[src/rtl/clock_pkg.sv]
// Shared definitions for the clock datapath: converter FSM encoding, time
// limits, double-dabble iteration count and 7-segment code constants.
package clock_pkg;

    typedef enum logic [1:0] {
        ST_IDLE  = 2'd0,
        ST_SHIFT = 2'd1,
        ST_DONE  = 2'd2
    } state_e;

    localparam logic [4:0] HOURS_MAX   = 5'd23;
    localparam logic [5:0] MINUTES_MAX = 6'd59;
    localparam logic [2:0] ITER_COUNT  = 3'd6;

    // Segment order {g,f,e,d,c,b,a}, active-high.
    localparam logic [6:0] SEG_0     = 7'h3F;
    localparam logic [6:0] SEG_1     = 7'h06;
    localparam logic [6:0] SEG_2     = 7'h5B;
    localparam logic [6:0] SEG_3     = 7'h4F;
    localparam logic [6:0] SEG_4     = 7'h66;
    localparam logic [6:0] SEG_5     = 7'h6D;
    localparam logic [6:0] SEG_6     = 7'h7D;
    localparam logic [6:0] SEG_7     = 7'h07;
    localparam logic [6:0] SEG_8     = 7'h7F;
    localparam logic [6:0] SEG_9     = 7'h6F;
    localparam logic [6:0] SEG_BLANK = 7'h00;

    // Double-dabble correction: a nibble of 5 or more would overflow the
    // decimal digit once doubled, so pre-add 3.
    function automatic logic [3:0] bcd_adj(input logic [3:0] n);
        return (n >= 4'd5) ? (n + 4'd3) : n;
    endfunction

endpackage

[src/rtl/seg7_decode.sv]
// Combinational BCD digit to 7-segment pattern; values 10..15 are blank.
module seg7_decode
    import clock_pkg::*;
(
    input  logic [3:0] i_digit,
    output logic [6:0] o_seg
);

    // Digit lookup; anything outside 0..9 shows nothing.
    always_comb begin
        o_seg = SEG_BLANK;
        case (i_digit)
            4'd0:    o_seg = SEG_0;
            4'd1:    o_seg = SEG_1;
            4'd2:    o_seg = SEG_2;
            4'd3:    o_seg = SEG_3;
            4'd4:    o_seg = SEG_4;
            4'd5:    o_seg = SEG_5;
            4'd6:    o_seg = SEG_6;
            4'd7:    o_seg = SEG_7;
            4'd8:    o_seg = SEG_8;
            4'd9:    o_seg = SEG_9;
            default: o_seg = SEG_BLANK;
        endcase
    end

endmodule

[src/rtl/time_digit_encoder.sv]
// Binary hours/minutes to four decimal digit fields using a 6-iteration
// sequential double-dabble with request/busy/done handshake.
// Optional 4-digit 7-segment scan, built when TIME_DIGIT_SEG_SCAN_EN is
// defined; otherwise o_seg and o_an are tied low.
module time_digit_encoder
    import clock_pkg::*;
#(
    parameter int SCAN_DIV = 1000
) (
    input  logic       clk,
    input  logic       rst,
    input  logic [4:0] i_hours,
    input  logic [5:0] i_minutes,
    input  logic       i_valid,
    output logic [1:0] o_hours_left,
    output logic [3:0] o_hours_right,
    output logic [2:0] o_minutes_left,
    output logic [3:0] o_minutes_right,
    output logic       o_busy,
    output logic       o_done,
    output logic       o_err,
    output logic [6:0] o_seg,
    output logic [3:0] o_an
);

    if (SCAN_DIV < 2 || SCAN_DIV > 65535) begin : g_scan_div_check
        $error("time_digit_encoder: SCAN_DIV must be within 2..65535");
    end

    state_e     state_q, state_d;
    logic [5:0] hbin_q, hbin_d;
    logic [5:0] mbin_q, mbin_d;
    // Tens scratch is sized to the largest reachable tens digit (3 for
    // hours, 6 for minutes); with no hundreds place, a tens field of 5+
    // before a shift is unreachable, so it never needs correction.
    logic [1:0] ht_q, ht_d;
    logic [3:0] hu_q, hu_d;
    logic [2:0] mt_q, mt_d;
    logic [3:0] mu_q, mu_d;
    logic [2:0] cnt_q, cnt_d;
    logic       err_pend_q, err_pend_d;
    logic [1:0] hours_left_q, hours_left_d;
    logic [3:0] hours_right_q, hours_right_d;
    logic [2:0] minutes_left_q, minutes_left_d;
    logic [3:0] minutes_right_q, minutes_right_d;
    logic       done_q, done_d;
    logic       err_q, err_d;
    logic [3:0] hu_adj;
    logic [3:0] mu_adj;

    // Converter state and result registers; reset aborts any conversion.
    always_ff @(posedge clk or negedge rst) begin
        if (!rst) begin
            state_q         <= ST_IDLE;
            hbin_q          <= '0;
            mbin_q          <= '0;
            ht_q            <= '0;
            hu_q            <= '0;
            mt_q            <= '0;
            mu_q            <= '0;
            cnt_q           <= '0;
            err_pend_q      <= 1'b0;
            hours_left_q    <= '0;
            hours_right_q   <= '0;
            minutes_left_q  <= '0;
            minutes_right_q <= '0;
            done_q          <= 1'b0;
            err_q           <= 1'b0;
        end else begin
            state_q         <= state_d;
            hbin_q          <= hbin_d;
            mbin_q          <= mbin_d;
            ht_q            <= ht_d;
            hu_q            <= hu_d;
            mt_q            <= mt_d;
            mu_q            <= mu_d;
            cnt_q           <= cnt_d;
            err_pend_q      <= err_pend_d;
            hours_left_q    <= hours_left_d;
            hours_right_q   <= hours_right_d;
            minutes_left_q  <= minutes_left_d;
            minutes_right_q <= minutes_right_d;
            done_q          <= done_d;
            err_q           <= err_d;
        end
    end

    // Next-state: capture in IDLE, adjust-and-shift in SHIFT, publish in DONE.
    always_comb begin
        state_d         = state_q;
        hbin_d          = hbin_q;
        mbin_d          = mbin_q;
        ht_d            = ht_q;
        hu_d            = hu_q;
        mt_d            = mt_q;
        mu_d            = mu_q;
        cnt_d           = cnt_q;
        err_pend_d      = err_pend_q;
        hours_left_d    = hours_left_q;
        hours_right_d   = hours_right_q;
        minutes_left_d  = minutes_left_q;
        minutes_right_d = minutes_right_q;
        done_d          = 1'b0;
        err_d           = err_q;
        hu_adj          = bcd_adj(hu_q);
        mu_adj          = bcd_adj(mu_q);

        case (state_q)
            ST_IDLE: begin
                if (i_valid) begin
                    hbin_d     = {1'b0, i_hours};
                    mbin_d     = i_minutes;
                    ht_d       = '0;
                    hu_d       = '0;
                    mt_d       = '0;
                    mu_d       = '0;
                    cnt_d      = '0;
                    err_pend_d = (i_hours > HOURS_MAX) || (i_minutes > MINUTES_MAX);
                    state_d    = ST_SHIFT;
                end
            end
            ST_SHIFT: begin
                ht_d   = {ht_q[0], hu_adj[3]};
                hu_d   = {hu_adj[2:0], hbin_q[5]};
                hbin_d = {hbin_q[4:0], 1'b0};
                mt_d   = {mt_q[1:0], mu_adj[3]};
                mu_d   = {mu_adj[2:0], mbin_q[5]};
                mbin_d = {mbin_q[4:0], 1'b0};
                cnt_d  = cnt_q + 3'd1;
                if (cnt_q == ITER_COUNT - 3'd1) begin
                    state_d = ST_DONE;
                end
            end
            ST_DONE: begin
                hours_left_d    = ht_q;
                hours_right_d   = hu_q;
                minutes_left_d  = mt_q;
                minutes_right_d = mu_q;
                done_d          = 1'b1;
                err_d           = err_pend_q;
                state_d         = ST_IDLE;
            end
            default: begin
                state_d = ST_IDLE;
            end
        endcase
    end

    assign o_hours_left    = hours_left_q;
    assign o_hours_right   = hours_right_q;
    assign o_minutes_left  = minutes_left_q;
    assign o_minutes_right = minutes_right_q;
    assign o_busy          = (state_q != ST_IDLE);
    assign o_done          = done_q;
    assign o_err           = err_q;

`ifdef TIME_DIGIT_SEG_SCAN_EN
    localparam logic [15:0] SCAN_LAST = 16'(SCAN_DIV - 1);

    logic [15:0] presc_q, presc_d;
    logic [1:0]  idx_q, idx_d;
    logic [3:0]  scan_digit;

    // Free-running scan prescaler and digit index.
    always_ff @(posedge clk or negedge rst) begin
        if (!rst) begin
            presc_q <= '0;
            idx_q   <= '0;
        end else begin
            presc_q <= presc_d;
            idx_q   <= idx_d;
        end
    end

    // Advance the digit index each time the prescaler wraps.
    always_comb begin
        presc_d = presc_q + 16'd1;
        idx_d   = idx_q;
        if (presc_q == SCAN_LAST) begin
            presc_d = '0;
            idx_d   = idx_q + 2'd1;
        end
    end

    // Select the registered digit for the lit position (0 = minutes units).
    always_comb begin
        scan_digit = minutes_right_q;
        case (idx_q)
            2'd0: scan_digit = minutes_right_q;
            2'd1: scan_digit = {1'b0, minutes_left_q};
            2'd2: scan_digit = hours_right_q;
            2'd3: scan_digit = {2'b00, hours_left_q};
            default: scan_digit = minutes_right_q;
        endcase
    end

    seg7_decode u_seg7_decode (
        .i_digit (scan_digit),
        .o_seg   (o_seg)
    );

    assign o_an = 4'b0001 << idx_q;
`else
    assign o_seg = SEG_BLANK;
    assign o_an  = 4'h0;
`endif

endmodule

[config.mk]
export PLATFORM = sky130hd
export DESIGN_NAME = time_digit_encoder
export DESIGN_NICKNAME = d
export VERILOG_FILES = /design/src/rtl/clock_pkg.sv /design/src/rtl/seg7_decode.sv /design/src/rtl/time_digit_encoder.sv
export SDC_FILE = /design/constraint.sdc
export NUM_CORES = 1
export LEC_CHECK = 0
export CAP_MARGIN = 20
export CELL_PAD_IN_SITES_DETAIL_PLACEMENT = 2
export CELL_PAD_IN_SITES_GLOBAL_PLACEMENT = 2
export CORE_MARGIN = 3
export CORE_UTILIZATION = 33
export CTS_CLUSTER_DIAMETER = 80
export DETAILED_ROUTE_END_ITERATION = 7
export HOLD_SLACK_MARGIN = 0.12
export PLACE_DENSITY = 0.89
export SYNTH_ARGS = -nofsm -noshare
export SYNTH_HDL_FRONTEND = slang
export SYNTH_SLANG_ARGS = --single-unit
export TNS_END_PERCENT = 1
[constraint.sdc]
create_clock -name clk -period 1.9 [get_ports clk]
set_input_delay 0.38 -clock clk [delete_from_list [all_inputs] [get_ports clk]]
set_output_delay 0.38 -clock clk [all_outputs]
set_load 0.005 [all_outputs]
# After elaboration in Yosys (flattened, before gate mapping)
# Index checks and enable logic that the tools add are counted.
[totals] out_inout_bits=27 elab_cells=52 ff_bits=46 inputBits=14
[classes] order_cmp=4 n_mux=18 addsub=3 n_eq_ne=5 n_reduce_logical=7
[op_table] operator="$pmux W6 S2" count=2
[op_table] operator="$pmux W4 S2" count=2
[op_table] operator="$mux W4" count=3
[op_table] operator="$mux W6" count=2
[op_table] operator="$pmux W3 S2" count=2
[op_table] operator="$add A4 B2 Y4 const B" count=2
[op_table] operator="$ge A4 B3 Y1 const B" count=2
[op_table] operator="$pmux W2 S2" count=2
[op_table] operator="$gt A6 B6 Y1 const B" count=1
[op_table] operator="$mux W2" count=3
[op_table] operator="$reduce_and A2 Y1" count=3
[op_table] operator="$gt A5 B5 Y1 const B" count=1
[op_table] operator="$ne A2 B2 Y1 const B" count=2
[op_table] operator="$reduce_bool A2 Y1" count=2
[op_table] operator="$add A3 B1 Y3 const B" count=1
[op_table] operator="$eq A3 B3 Y1 const B" count=1
[op_table] operator="$mux W3" count=1
[op_table] operator="$eq A2 B1 Y1 const B" count=1
[op_table] operator="$eq A2 B2 Y1 const B" count=1
[op_table] operator="$logic_not A2 Y1" count=1
[op_table] operator="$logic_or A1 B1 Y1" count=1
[op_table] operator="$mux W1" count=1

# Depth between registers and ports, before layout
# Gate-level depths: netlist of run 1.
[depth] ltp_word=3 ltp_mapped=6 ltp_nobuf=5

# Worst setup path after synthesis of run 1
# No wires, ideal clock.
[synth_path] path_type="register to register" start="register state_q[0]" end="register err_q, in the netlist o_err" path_buffers=2 path_stages_with_launch=5 period_less_slack_ns=1.323 t_arrival_ns=1.198 setup_slack_ns=0.577 setup_time_ns=0.125 required_ns=1.775 cell_sequence="dfrtp_1 -> buf_2 -> nand2b_1 -> buf_2 -> mux2_2"
[synth_between] elab_chain_len=1
[synth_rtl] item="start, declared" line_no="time_digit_encoder.sv:30" rtl="state_e state_q, state_d;"
[synth_rtl] item="start signal, assigned" line_no="time_digit_encoder.sv:70" rtl="state_q <= state_d;"
[synth_rtl] item="$eq A2 B2 Y1" line_no="time_digit_encoder.sv:108" rtl="case (state_q)"
[synth_rtl] item="end signal, assigned" line_no="time_digit_encoder.sv:84" rtl="err_q <= err_d;"
[synth_rtl] item="end, declared" line_no="time_digit_encoder.sv:47" rtl="logic err_q, err_d;"
# No other way between the ends.
# A chain may end at the register's enable or synchronous reset.

# Final worst setup path of run 1
[layout_path] start="register state_q[1]" end="output o_busy"
[layout_between] elab_chain_len=1
[layout_rtl] item="$reduce_bool A2 Y1" line_no="time_digit_encoder.sv:153" rtl="assign o_busy = (state_q != ST_IDLE);"
[layout_rtl] item="end, declared" line_no="time_digit_encoder.sv:19" rtl="output logic o_busy,"
# No other way between the ends.

==> results of run 1 <==
flip-flops by register name, summed over array words and instances, names as in the netlist, 3 cells and up:
signal	count
mbin_q	6
o_minutes_left	3
cnt_q	3
mt_q	3
o_minutes_right	4
o_hours_right	4
hu_q	4
mu_q	4
hbin_q	6
logic make-up (layout without fill, tap and decap cells):
family                     after synthesis  after routing  share of synthesized area [%]
AOI/OAI and AO/OA                       49             49                           15.0
DFF                                     46             46                           53.6
buffers and inverters                   32             56                           8.44
xor gates and xnor gates                 3              3                           1.22
other                                    1             11                          0.175
muxes                                   15             15                           7.34
and+or+nand+nor                         50             50                           10.8
adders and majority gates                6              6                           3.49
cell usage in the layout, fill, tap and decap left out, types with 2 or more instances in the layout:
master / Yosys / layout
o2111ai_1: 4 / 4
nand2b_1: 4 / 4
a22o_1: 2 / 2
nor2b_1: 3 / 2
o21a_1: 2 / 2
dfrtp_1: 46 / 45
mux2i_1: 9 / 9
a31oi_1: 2 / 2
o21ai_1: 7 / 7
nand2_1: 36 / 36
o21ai_0: 17 / 17
buf_4: 12 / 6
o221ai_1: 2 / 2
conb_1: 1 / 11
clkbuf_8: 0 / 5
clkdlybuf4s50_1: 0 / 28
o211ai_1: 2 / 2
mux2_2: 6 / 6
buf_12: 0 / 2
clkinv_2: 0 / 2
ha_1: 6 / 6
xnor2_1: 2 / 2
o31ai_1: 6 / 6
a32o_1: 2 / 2
inv_1: 11 / 11
nor2_1: 2 / 2
where the power goes:
group | switching [mW] | internal (mW) | leakage, nW
clock network | 0.331 | 0.248 | 0.0438
logic | 0.865 | 0.765 | 0.497
registers | 0.246 | 1.36 | 0.610
through the flow:
stage	setup WS, ps	utilization (%)	power, mW	hold slack [ps]	instance area, sq um
6_report	76.0	42.7	3.82	484	2600
5_1_grt	23.1	42.7	4.15	521	2600
4_1_cts	55.0	42.7	3.88	489	2600
3_5_place_dp	84.3	41.1	3.25	397	2500
3_3_place_gp	170	41.1	3.12	394	2500
2_1_floorplan	577	-	2.58	84.4	2190
repair_timing:
| action | 4_1_cts | 5_1_grt |
|---|---|---|
| hold endpoints to repair | 20 | 0 |
| endpoints found under the setup margin | 1 | 0 |
| resized for setup | 1 | 0 |
| hold buffers | 1 | 0 |
| setup buffers | 1 | 0 |
worst register-to-register path: cells and delay by family, from the launching register on:
kind            cells  cell delay, ps
buf+inv             1             150
compound gates      2             360
flops               1             430
simple gates        1             250
fa+ha+maj           1             230
synth_stat cells (2+ instances only):
cell type,instances,area (sq um)
nor2_1,2,7.51
a32o_1,2,20.0
ha_1,6,75.1
o2111ai_1,4,35.0
a31oi_1,2,12.5
o21ai_1,7,35.0
inv_1,11,41.3
mux2_2,6,67.6
xnor2_1,2,17.5
buf_4,12,90.1
mux2i_1,9,90.1
o21ai_0,17,85.1
o31ai_1,6,45.0
o221ai_1,2,17.5
o21a_1,2,15.0
buf_2,7,35.0
a22o_1,2,17.5
nand2b_1,4,25.0
o211ai_1,2,15.0
dfrtp_1,46,1150
nor2b_1,3,18.8
nand2_1,36,135
worst paths after layout:
path | start | end | slack, ps | depth (start not counted)
hold / removal | o_hours_right[3]$_DFFE_PN0P_ | o_hours_right[3]$_DFFE_PN0P_ | 480 | 2
min in group asynchronous | rst | o_minutes_right[1]$_DFFE_PN0P_ | 600 | 2
hold reg to reg | o_hours_right[3]$_DFFE_PN0P_ | o_hours_right[3]$_DFFE_PN0P_ | 480 | 2
max in group asynchronous | rst | state_q[0]$_DFFE_PN0P_ | 760 | 3
setup reg to reg | hu_q[0]$_DFFE_PN0P_ | hu_q[1]$_DFFE_PN0P_ | 350 | 5
setup / recovery | state_q[1]$_DFFE_PN0P_ | o_busy | 80 | 2
layout make-up:
cell class | instances | area, sq um
Clock inverter | 2 | 10.0
Fill cell | 652 | 3490
Clock buffer | 5 | 68.8
Sequential cell | 46 | 1150
Inverter | 11 | 41.3
Tap cell | 75 | 93.8
Timing Repair Buffer | 38 | 380
Multi-Input combinational cell | 134 | 856
layer usage:
metal,vias to the layer above,wire (um)
met5,-,0
met4,0,43
met1,805,2300
li1,737,-
met2,33,2610
met3,6,163
==> impl_metrics.json, run 1 <==
{
  "status": "completed",
  "initial_core_util_pct": 35.2,
  "p_leak_nw": 1.15,
  "grt_pass1_vias": 1688,
  "ys_types": 34,
  "synth-edff-count": 0,
  "cts_sinks": 46,
  "ys_ff_latch": 46,
  "dp_cells": 302,
  "yosysSeqAreaShare_pct": 53.6,
  "area_growth_pct": 21.1,
  "n_antenna_cell": 0,
  "ys.flop_type": "dfrtp_1",
  "drv_cap": 0,
  "cp.arrival_ps": 1440,
  "grtUsageMet1_pct": 19.9,
  "drc": 0,
  "coreArea_sq_um": 6100,
  "die-width_um": 86.7,
  "ios": 41,
  "worstPathMaxFanout": 2,
  "insertion_delay_ps": 300,
  "finalNetCount": 256,
  "cts.htree.levels": 2,
  "worstMarginPinSlew_ps": 698,
  "ys_async_sr_fraction_pct": 100,
  "critPathKind": "flip-flop to output pin",
  "grt_max_degree": 38,
  "die_h_um": 86.7,
  "cp_cell_sequence": "or2_2 > clkdlybuf4s50_1",
  "finalSetupTns_ps": 0,
  "wl_per_cell_um": 16.5,
  "syn_inst": 202,
  "critPathCaptureType": "output pin",
  "netlist_area_sq_um": 2150,
  "rsz0062_at_grt": "false",
  "drive_gt1_share_pct": 11.4,
  "skew_ps": 8.21,
  "slew_violations": 0,
  "cts_made_buffers": 5,
  "grt_overflow": 0,
  "gp_routability_congestion": 0.752,
  "met2_usage_pct": 24.1,
  "grt_pass1_wl_um": 8680,
  "track_usage_pct": 14.8,
  "crit_required_ps": 1520,
  "timing.fmax_mhz": 548,
  "cts_root_buf": "clkbuf_8",
  "setup_viol": 0,
  "timing.final.crit_share_pct": 96.0,
  "vias": 1581,
  "hold_viol_final": 0,
  "ant_nets": 0,
  "clkTransAtPathRegs_ps": 80,
  "path_buf_inv": 1,
  "row_count": 28,
  "antenna_found_initial": 0,
  "cp_slowest_stage_delay_ps": 450,
  "port_buffers": 29,
  "slew_headroom_pct": 53.4,
  "avgSynthCellArea_sq_um": 10.6,
  "hold_path.class": "flip-flop to flip-flop",
  "crit_path_start_kind": "flip-flop",
  "dieArea_sq_um": 7510,
  "hpwlAfterDp_um": 3620,
  "fin_crit_ps": 1820,
  "via_per_inst": 5.08,
  "initialDrtViolationCount": 79,
  "first_pass_iters": 5,
  "cp_slowest_cell": "clkdlybuf4s50_1",
  "p_per_area_nw_per_um2": 1470,
  "ir_drop_uv": 649,
  "cts_tree": "yes",
  "busiest_layer": "met2",
  "drt-total-wl_um": 5120,
  "path_delay_family": "buffers and inverters",
  "grtUsageMet3_pct": 3.33,
  "synth_warnings": 0,
  "clk_path_buf_depth": 2,
  "instances_no_fill": 311
}
No activity file was read; power rests on OpenSTA's default activity.
==> inputs of run 2 (changes only) <==
--- a/config.mk
+++ b/config.mk
@@ -10,11 +10,11 @@
 export CELL_PAD_IN_SITES_GLOBAL_PLACEMENT = 2
 export CORE_MARGIN = 3
 export CORE_UTILIZATION = 33
-export CTS_CLUSTER_DIAMETER = 80
+export CTS_CLUSTER_DIAMETER = 30
 export DETAILED_ROUTE_END_ITERATION = 7
 export HOLD_SLACK_MARGIN = 0.12
 export PLACE_DENSITY = 0.89
 export SYNTH_ARGS = -nofsm -noshare
 export SYNTH_HDL_FRONTEND = slang
 export SYNTH_SLANG_ARGS = --single-unit
-export TNS_END_PERCENT = 1
+export TNS_END_PERCENT = 100
==> results of run 2 <==
No change in the layout: final DEF, timing and power equal those of run 1.
